--- src/rtl/timer_irq_sched_if.sv ---
// timer_irq_sched_if: CPU-side bus of the interrupt scheduler.
// Config writes and the irq/ack handshake; master = CPU, slave = scheduler.
interface timer_irq_sched_if #(
  parameter int NCH   = 4,
  parameter int CNT_W = 16
);
  localparam int ID_W = $clog2(NCH);

  logic             cfg_we;
  logic [ID_W-1:0]  cfg_ch;
  logic             cfg_en;
  logic [CNT_W-1:0] cfg_reload;
  logic             irq_ack;
  logic             irq;
  logic [ID_W-1:0]  irq_id;

  modport master (
    output cfg_we, cfg_ch, cfg_en, cfg_reload, irq_ack,
    input  irq, irq_id
  );

  modport slave (
    input  cfg_we, cfg_ch, cfg_en, cfg_reload, irq_ack,
    output irq, irq_id
  );
endinterface

--- src/rtl/timer_irq_sched.sv ---
// timer_irq_sched: multi-channel periodic interrupt scheduler.
// A prescaler produces a base tick; NCH reloadable down-counters expire on
// those ticks and set sticky pending flags, which are arbitrated onto a single
// irq/irq_id line with an ack handshake and a guaranteed low gap cycle.
// Define TIMER_IRQ_RR_EN for round-robin arbitration; otherwise the
// lowest-index pending channel wins.
module timer_irq_sched #(
  parameter int PRESCALE = 50000,
  parameter int NCH      = 4,
  parameter int CNT_W    = 16
) (
  input  logic             clk,
  input  logic             reset,
  timer_irq_sched_if.slave bus,
  output logic [NCH-1:0]   overrun,
  output logic             tick
);
  localparam int ID_W = $clog2(NCH);
  localparam int PW   = $clog2(PRESCALE);

  typedef enum logic [1:0] {IDLE, REQ, GAP} state_t;

  state_t           state;
  logic [PW-1:0]    presc;
  logic [CNT_W-1:0] cnt    [NCH];
  logic [CNT_W-1:0] reload [NCH];
  logic [NCH-1:0]   en;
  logic [NCH-1:0]   pending;
  logic [NCH-1:0]   cfg_hit;
  logic [NCH-1:0]   expire;
  logic [NCH-1:0]   ack_clr;
  logic [NCH-1:0]   cand;
  logic             drop;
  logic             ack_ok;
  logic             irq_r;
  logic [ID_W-1:0]  id_r;
  logic [ID_W-1:0]  winner;
  logic             found;
  int unsigned      idx;
`ifdef TIMER_IRQ_RR_EN
  logic [ID_W-1:0]  last_id;
`endif

  // Base tick strobe decoded from the prescaler count.
  always_comb begin
    tick = (presc == PW'(PRESCALE - 1));
  end

  // Prescaler counts 0..PRESCALE-1 and wraps.
  always_ff @(posedge clk or negedge reset) begin
    if (!reset)    presc <= '0;
    else if (tick) presc <= '0;
    else           presc <= presc + PW'(1);
  end

  // Per-channel config hits, expiries and acknowledge clears.
  always_comb begin
    cfg_hit = '0;
    expire  = '0;
    ack_clr = '0;
    drop    = (state == REQ) && bus.cfg_we && (bus.cfg_ch == id_r);
    ack_ok  = (state == REQ) && irq_r && bus.irq_ack && !drop;
    for (int unsigned i = 0; i < NCH; i++) begin
      cfg_hit[i] = bus.cfg_we && (bus.cfg_ch == ID_W'(i));
      expire[i]  = !cfg_hit[i] && en[i] && tick && (cnt[i] == '0);
      ack_clr[i] = ack_ok && (id_r == ID_W'(i));
    end
    // A channel being rewritten this cycle is not a candidate for a grant.
    cand = pending & ~cfg_hit;
  end

  // Pick the granted channel among the candidates.
  always_comb begin
    winner = '0;
    found  = 1'b0;
    idx    = 0;
    for (int unsigned k = 0; k < NCH; k++) begin
`ifdef TIMER_IRQ_RR_EN
      idx = (32'(last_id) + 1 + k) % NCH;
`else
      idx = k;
`endif
      if (cand[idx] && !found) begin
        winner = ID_W'(idx);
        found  = 1'b1;
      end
    end
  end

  // Channel counters, enables and sticky pending/overrun flags.
  always_ff @(posedge clk or negedge reset) begin
    if (!reset) begin
      en      <= '0;
      pending <= '0;
      overrun <= '0;
      for (int unsigned i = 0; i < NCH; i++) begin
        cnt[i]    <= '0;
        reload[i] <= '0;
      end
    end else begin
      for (int unsigned i = 0; i < NCH; i++) begin
        if (cfg_hit[i]) begin
          reload[i]  <= bus.cfg_reload;
          cnt[i]     <= bus.cfg_reload;
          en[i]      <= bus.cfg_en;
          pending[i] <= 1'b0;
          overrun[i] <= 1'b0;
        end else begin
          if (en[i] && tick)
            cnt[i] <= (cnt[i] == '0) ? reload[i] : cnt[i] - CNT_W'(1);
          // An ack coinciding with a fresh expiry consumes the old event, so
          // the new one stays pending without being counted as an overrun.
          if (expire[i]) begin
            pending[i] <= 1'b1;
            if (pending[i] && !ack_clr[i]) overrun[i] <= 1'b1;
          end else if (ack_clr[i]) begin
            pending[i] <= 1'b0;
          end
        end
      end
    end
  end

  // Request FSM; irq rises on the cycle after the grant is latched.
  always_ff @(posedge clk or negedge reset) begin
    if (!reset) begin
      state   <= IDLE;
      irq_r   <= 1'b0;
      id_r    <= '0;
`ifdef TIMER_IRQ_RR_EN
      last_id <= ID_W'(NCH - 1);
`endif
    end else begin
      case (state)
        IDLE: begin
          irq_r <= 1'b0;
          if (|cand) begin
            id_r    <= winner;
            state   <= REQ;
`ifdef TIMER_IRQ_RR_EN
            last_id <= winner;
`endif
          end
        end
        REQ: begin
          if (drop || ack_ok) begin
            irq_r <= 1'b0;
            state <= GAP;
          end else begin
            irq_r <= 1'b1;
          end
        end
        GAP: begin
          irq_r <= 1'b0;
          state <= IDLE;
        end
        default: begin
          irq_r <= 1'b0;
          state <= IDLE;
        end
      endcase
    end
  end

  // Drive the bus outputs from the registered request.
  always_comb begin
    bus.irq    = irq_r;
    bus.irq_id = id_r;
  end
endmodule

--- src/flat_wrapper.sv ---
// flat-port wrapper written by rule: the top's interface ports become plain ports
module timer_irq_sched_flat 
#(
  parameter int PRESCALE = 50000,
  parameter int NCH      = 4,
  parameter int CNT_W    = 16
)
  (clk, reset, overrun, tick, bus_cfg_we, bus_cfg_ch, bus_cfg_en, bus_cfg_reload, bus_irq_ack, bus_irq, bus_irq_id);
  timer_irq_sched_if #(.NCH(NCH), .CNT_W(CNT_W)) bus_i ();
  input  logic clk;
  input  logic reset;
  output logic [NCH-1:0] overrun;
  output logic tick;
  input wire logic [$bits(bus_i.cfg_we)-1:0] bus_cfg_we;
  input wire logic [$bits(bus_i.cfg_ch)-1:0] bus_cfg_ch;
  input wire logic [$bits(bus_i.cfg_en)-1:0] bus_cfg_en;
  input wire logic [$bits(bus_i.cfg_reload)-1:0] bus_cfg_reload;
  input wire logic [$bits(bus_i.irq_ack)-1:0] bus_irq_ack;
  output wire logic [$bits(bus_i.irq)-1:0] bus_irq;
  output wire logic [$bits(bus_i.irq_id)-1:0] bus_irq_id;
  assign bus_i.cfg_we = bus_cfg_we;
  assign bus_i.cfg_ch = bus_cfg_ch;
  assign bus_i.cfg_en = bus_cfg_en;
  assign bus_i.cfg_reload = bus_cfg_reload;
  assign bus_i.irq_ack = bus_irq_ack;
  assign bus_irq = bus_i.irq;
  assign bus_irq_id = bus_i.irq_id;
  timer_irq_sched #(.PRESCALE(PRESCALE), .NCH(NCH), .CNT_W(CNT_W)) u_core (.clk(clk), .reset(reset), .bus(bus_i), .overrun(overrun), .tick(tick));
endmodule
--- config.mk ---
export PLATFORM = sky130hd
export DESIGN_NAME = timer_irq_sched_flat
export DESIGN_NICKNAME = d
export VERILOG_FILES = /design/src/rtl/timer_irq_sched_if.sv /design/src/rtl/timer_irq_sched.sv /design/src/flat_wrapper.sv
export SDC_FILE = /design/constraint.sdc
export NUM_CORES = 1
export LEC_CHECK = 0
export ABC_AREA = 1
export CORE_MARGIN = 8
export CORE_UTILIZATION = 53
export CTS_CLUSTER_DIAMETER = 30
export DETAILED_ROUTE_END_ITERATION = 10
export PLACE_DENSITY = 0.69
export REMOVE_ABC_BUFFERS = 1
export SLEW_MARGIN = 20
export SYNTH_ARGS = -nofsm -noshare
export SYNTH_HDL_FRONTEND = slang
export SYNTH_SLANG_ARGS = --single-unit
export TNS_END_PERCENT = 1
--- constraint.sdc ---
create_clock -name clk -period 2.5 [get_ports clk]
set_clock_uncertainty 0.15 [all_clocks]
set_input_delay 0.625 -clock clk [delete_from_list [all_inputs] [get_ports clk]]
set_output_delay 0.625 -clock clk [all_outputs]
set_load 0.02 [all_outputs]
==> flow_metrics.tcl, run 1 <==
set metrics [dict create \
    clkTransAtPathRegs_ns 0.06 \
    status "finished with violations" \
    criticalPathCategory "flop to primary output" \
    worstPathCellList "ha_2, nand3_2, nor2_4, nand2_4, inv_1, buf_2" \
    root_buffer "clkbuf_16" \
    synth.distinct_cells 29 \
    setup_violations 0 \
    clk_latency_ns 0.42 \
    crit_arrival_ns 1.55 \
    violations "hold timing" \
    drt_iter0_drc 623 \
    ys_ff_latch 161 \
    slowest_delay_ns 0.38 \
    drt_wl_total_mm 25.8 \
    power_leakage_nw 5.96 \
    dr_wl_met2_mm 12.0 \
    drc 0 \
    drv_slew 0 \
    htree_levels 4 \
    worst_slack_ns 0.175 \
    min_period_ns 2.32 \
    cts_buffer_depth 2 \
    cp-start-kind "flop" \
    end_kind "primary output" \
    post_cts_buffers 0 \
    wl_met1_mm 12.0 \
    die_area_um2 22600 \
    fin_crit_sh_pct 93.0 \
    dr_wl_met3_mm 1.33 \
    gp_congestion 0.906 \
    cts_tree "built" \
    netlist_area_um2 9570 \
    rsz0062_at_grt "no" \
    antenna_found_initial 0 \
    drive_above_1_share_pct 7.73 \
    dr.max_layer_used "met4" \
    final_nets 1511 \
    p_int_mw 5.31 \
    ys_seq_area_share_pct 42.1 \
    r2r_slack_ns 0.22 \
    power.density_nw_per_um2 695 \
    fp.dieW_um 150 \
    fmax_mhz 430 \
    finalInstanceArea_um2 11000 \
    placed_area_um2 10400 \
    vias 9038 \
    synthCells 1413 \
    avgViaCountPerCell 5.26 \
    hold_viol_final 5 \
    grt_use_total_pct 24.2 \
    core_area_um2 17800 \
    rows 49 \
    ant_nets 0 \
    numCtsBuffers 17 \
    dp.final_hpwl_mm 18.2 \
    antenna_cells 0 \
    grt_pass1_vias 8686 \
    io_pins 31 \
    slowest_stage "dfrtp_1" \
    hold_buffers 0 \
    min_path_type "input pin to asynchronous set/reset pin" \
    drv_cap 0 \
    die_h_um 150 \
    clock-sinks 161 \
    worstPathRequired_ns 1.73 \
    ir_drop_uv 633 \
    syn_to_final_growth_pct 15.3 \
    crit_path_max_fanout 3 \
    io_buffers 30 \
    synth_area_per_cell_um2 6.77 \
    grt_first_pass_wirelength_mm 43.4 \
    slew_headroom_pct 64.6 \
    power.switching_mw 2.35 \
    avgRoutedWirePerCell_um 15.0 \
    power_frac_clock_pct 36.4 \
    sw_frac_of_total_pct 30.7 \
    place_ws_ns -0.0143 \
    final_util_pct 61.8 \
    p_seq_share_pct 42.7 \
    grt_max_degree 53 \
    tightest_slew_ns 0.529 \
    synth_warnings 0 \
    initial_core_util_pct 53.6 \
    overflow 0 \
    firstDrtPassIters 5 \
    total_power_mw 7.66 \
    hold_ws_ns -0.0101 \
    power_frac_comb_pct 20.9 \
]
## worst max-delay path, delay by kind of cell, from the launching register on
family | cells | cell delay (ns)
and+or+nand+nor | 3 | 0.29
adders and majority gates | 1 | 0.21
DFF | 1 | 0.38
buffers and inverters | 2 | 0.25
## stage by stage
stage,setup TNS (ns),instances
final,0,1717
after global routing,0,1717
after CTS,0,1717
after detailed placement,-0.0272,1689
after global placement,0,1689
after floorplan,-0.385,1377
## layout by cell type, fill, tap and decap left out, drive strengths merged, types with 4 or more instances in the layout
cell	synthesis	layout
a21oi	5	5
clkdlybuf4s50	0	28
inv	139	139
nand3	226	226
nor3	6	6
xnor2	7	7
nand2	537	537
nand4	12	12
xor2	10	10
ha	9	9
buf	25	55
nand3b	17	17
o21ai	31	31
clkbuf	11	23
clkinv	6	6
bufinv	0	4
dfrtp	161	161
nor2	206	206
## routing by layer
layer,vias to the layer above,global-route usage (%)
met3,32,3.91
met1,4209,32.0
met5,-,0
li1,4564,-
met4,0,7.90
met2,233,39.7
## cell type report
| type | count | area, µm² |
|---|---|---|
| Clock buffer | 23 | 488 |
| Clock inverter | 5 | 128 |
| Fill cell | 1678 | 6810 |
| Inverter | 145 | 544 |
| Multi-Input combinational cell | 1071 | 4800 |
| Sequential cell | 161 | 4030 |
| Tap cell | 229 | 287 |
| Timing Repair Buffer | 83 | 757 |
## timing repair
item / CTS / global route
endpoints found under the hold margin: 0 / 0
gates resized for setup: 3 / 5
setup endpoints to repair: 1 / 1
## cells in the mapped netlist, drive strengths merged
| library cell | number | share of area, % |
|---|---|---|
| clkinv | 6 | 0.24 |
| o21bai | 3 | 0.24 |
| nand4 | 12 | 0.78 |
| clkbuf | 11 | 0.43 |
| o22ai | 1 | 0.065 |
| nand3b | 17 | 1.3 |
| dfrtp | 161 | 42 |
| o21ai | 31 | 1.6 |
| xor2 | 10 | 0.92 |
| nand3 | 226 | 12 |
| nor2 | 206 | 8.9 |
| nor3b | 1 | 0.079 |
| xnor2 | 7 | 0.64 |
| buf | 25 | 1.7 |
| nand2 | 537 | 21 |
| a21oi | 5 | 0.26 |
| inv | 139 | 5.5 |
| ha | 9 | 1.2 |
| nor3 | 6 | 0.31 |
## cells by family (layout without fill, tap and decap cells)
kind of cell / after synthesis / after routing / share of synthesized area (%)
DFF: 161 / 161 / 42.1
adders and majority gates: 9 / 9 / 1.18
xor gates and xnor gates: 17 / 17 / 1.56
buffers and inverters: 181 / 256 / 7.81
and+or+nand+nor: 1005 / 1005 / 45.2
AOI/OAI and AO/OA: 40 / 40 / 2.18
## state kept, by name (all words and copies together), names as in the netlist
register           flops
u_core.bus.irq         1
u_core.bus.irq_id      2
u_core.cnt            64
u_core.en              4
u_core.overrun         4
u_core.pending         4
u_core.presc          16
u_core.reload         64
u_core.state           2
## power groups by stage
| stage | clock network (mW) | logic, mW | registers [mW] |
|---|---|---|---|
| floorplan | 0 | 1.16 | 3.22 |
| global placement | 0 | 1.55 | 3.30 |
| detailed placement | 0 | 1.59 | 3.30 |
| CTS | 2.82 | 1.61 | 3.26 |
| global route | 2.91 | 1.87 | 3.32 |
| finish | 2.79 | 1.60 | 3.27 |
## path summary, 6_finish.rpt
check | from | endpoint | cells past startpoint
worst max-delay path | u_core.presc[0] | tick | 6
worst min-delay path | reset | u_core.cnt[17] | 1
worst max register to register | u_core.cnt[48] | u_core.cnt[62] | 11
worst min register to register | u_core.presc[0] | u_core.presc[0] | 1
max in group asynchronous | reset | u_core.cnt[44] | 2
min in group clk | u_core.presc[0] | u_core.presc[0] | 1
Note: power is estimated with default switching activity, not from simulation.
==> run 2: changes to the inputs <==
--- a/config.mk
+++ b/config.mk
@@ -12,7 +12,7 @@
 export DETAILED_ROUTE_END_ITERATION = 10
 export PLACE_DENSITY = 0.69
 export REMOVE_ABC_BUFFERS = 1
-export SLEW_MARGIN = 20
+export SLEW_MARGIN = 30
 export SYNTH_ARGS = -nofsm -noshare
 export SYNTH_HDL_FRONTEND = slang
 export SYNTH_SLANG_ARGS = --single-unit
==> constraint.sdc (replaced) <==
create_clock -name clk -period 2.7 [get_ports clk]
set_clock_uncertainty 0.15 [all_clocks]
set_input_delay 0.675 -clock clk [delete_from_list [all_inputs] [get_ports clk]]
set_output_delay 0.675 -clock clk [all_outputs]
set_load 0.02 [all_outputs]
==> flow_metrics.tcl, run 2 (synthesized netlist as in run 1, its figures left out) <==
set metrics [dict create \
    cp_num_buf_inv 2 \
    drv_slew 0 \
    slew_headroom_pct 61.5 \
    final_nets 1495 \
    avgRoutedWirePerCell_um 14.8 \
    crit_arrival_ns 1.70 \
    firstDrtPassIters 7 \
    crit_family "simple AND/OR/NAND/NOR gates" \
    clock-sinks 161 \
    layout_commonest_cell "nand2_1" \
    antenna_found_initial 0 \
    criticalPathCategory "flop to primary output" \
    grt_pass1_vias 8434 \
    drive_above_1_share_pct 6.71 \
    power_leakage_nw 5.88 \
    overflow 0 \
    tightest_slew_ns 0.578 \
    die_h_um 150 \
    hold_ws_ns 0.0686 \
    numCtsBuffers 17 \
    clkTransAtPathRegs_ns 0.06 \
    die_area_um2 22600 \
    placed_area_um2 10300 \
    hold_viol_final 0 \
    cts_buffer_depth 2 \
    drc 0 \
    status "completed" \
    setup_tns_ns 0 \
    dp.final_hpwl_mm 17.9 \
    worstPathRequired_ns 1.88 \
    fin_crit_sh_pct 93.5 \
    hold_buffers 0 \
    htree_levels 4 \
    avgViaCountPerCell 5.29 \
    end_kind "primary output" \
    drv_cap 0 \
    io_pins 31 \
    gp_congestion 0.909 \
    min_period_ns 2.53 \
    fmax_mhz 396 \
    initial_core_util_pct 53.6 \
    ant_nets 0 \
    slowest_stage "dfrtp_1" \
    rsz0062_at_grt "no" \
    cp-start-kind "flop" \
    io_buffers 30 \
    grt_use_total_pct 23.5 \
    min_path_type "input pin to asynchronous set/reset pin" \
    ir_drop_uv 690 \
    antenna_cells 0 \
    drt_iter0_drc 658 \
    core_area_um2 17800 \
    biggestRegsByFlops "u_core.cnt (64), u_core.reload (64), u_core.presc (16)" \
    final_util_pct 61.1 \
    grt_first_pass_wirelength_mm 42.3 \
    grt_max_degree 60 \
    root_buffer "clkbuf_16" \
    power.density_nw_per_um2 651 \
    worstPathCellList "ha_1, nand3_2, nor2_4, nand2_4, inv_1, clkbuf_2" \
    rows 49 \
    nFillCells 1631 \
    cts_tree "built" \
    slowest_delay_ns 0.36 \
    fp.dieW_um 150 \
    finalInstanceArea_um2 10900 \
    crit_path_max_fanout 6 \
    clk_latency_ns 0.43 \
    vias 9019 \
    setup_violations 0 \
    drt_wl_total_mm 25.3 \
    final_cell_mix "nand2_1 (532), nand3_1 (220), nor2_1 (189)" \
    syn_to_final_growth_pct 14.0 \
]
-- run 2: changes by cell type in the layout (fill, tap and decap cells not counted), sizes merged --
| cell | delta |
|---|---|
| buf | -17 |
| clkinv | +3 |
| clkbuf | -2 |
| inv | +2 |
| clkinvlp | +1 |
-- run 2: cell type report --
type	count	area, µm²	area share (%)
multi-input combinational	1071	4790	43.9
sequential	161	4030	36.9
timing repair buffer	67	624	5.72
inverter	145	544	4.99
clock buffer	20	457	4.19
tap	229	287	2.63
clock inverter	11	179	1.64
-- run 2: stage by stage --
stage                     power (mW)  std cells  setup WS (ns)
after floorplan                 4.05       1377         0.0400
after global placement          4.49       1673          0.175
after detailed placement        4.51       1673          0.161
after CTS                       7.14       1704         0.0126
after global routing            7.52       1704         0.0557
final                           7.10       1704          0.175
-- run 2: layer usage --
layer / track usage, % / part of all wire [%]
met1: 32.2 / 46
met2: 37.7 / 46
met3: 4.03 / 5.8
met4: 6.45 / 1.7
met5: 0 / 0
-- run 2: worst paths after layout --
check / from / endpoint / slack, ns / depth (start not counted)
max in group asynchronous: reset / u_core.cnt[8] / 1.70 / 2
setup / recovery: u_core.presc[0] / tick / 0.17 / 6
hold reg to reg: u_core.presc[0] / u_core.presc[0] / 0.31 / 1
min in group clk: u_core.presc[0] / u_core.presc[0] / 0.31 / 1
setup reg to reg: u_core.cnt[48] / u_core.cnt[56] / 0.49 / 11
hold / removal: reset / u_core.presc[1] / 0.07 / 1
-- run 2: where the power goes --
group	switching, mW	internal, mW	total [mW]
clock	1.01	1.60	2.61
sequential	0.290	2.73	3.02
combinational	0.918	0.544	1.46
total	2.22	4.88	7.10
-- run 2: timing repair --
item	CTS	global route
endpoints found under the setup margin	1	1
setup buffers	0	0
resized for setup	2	1
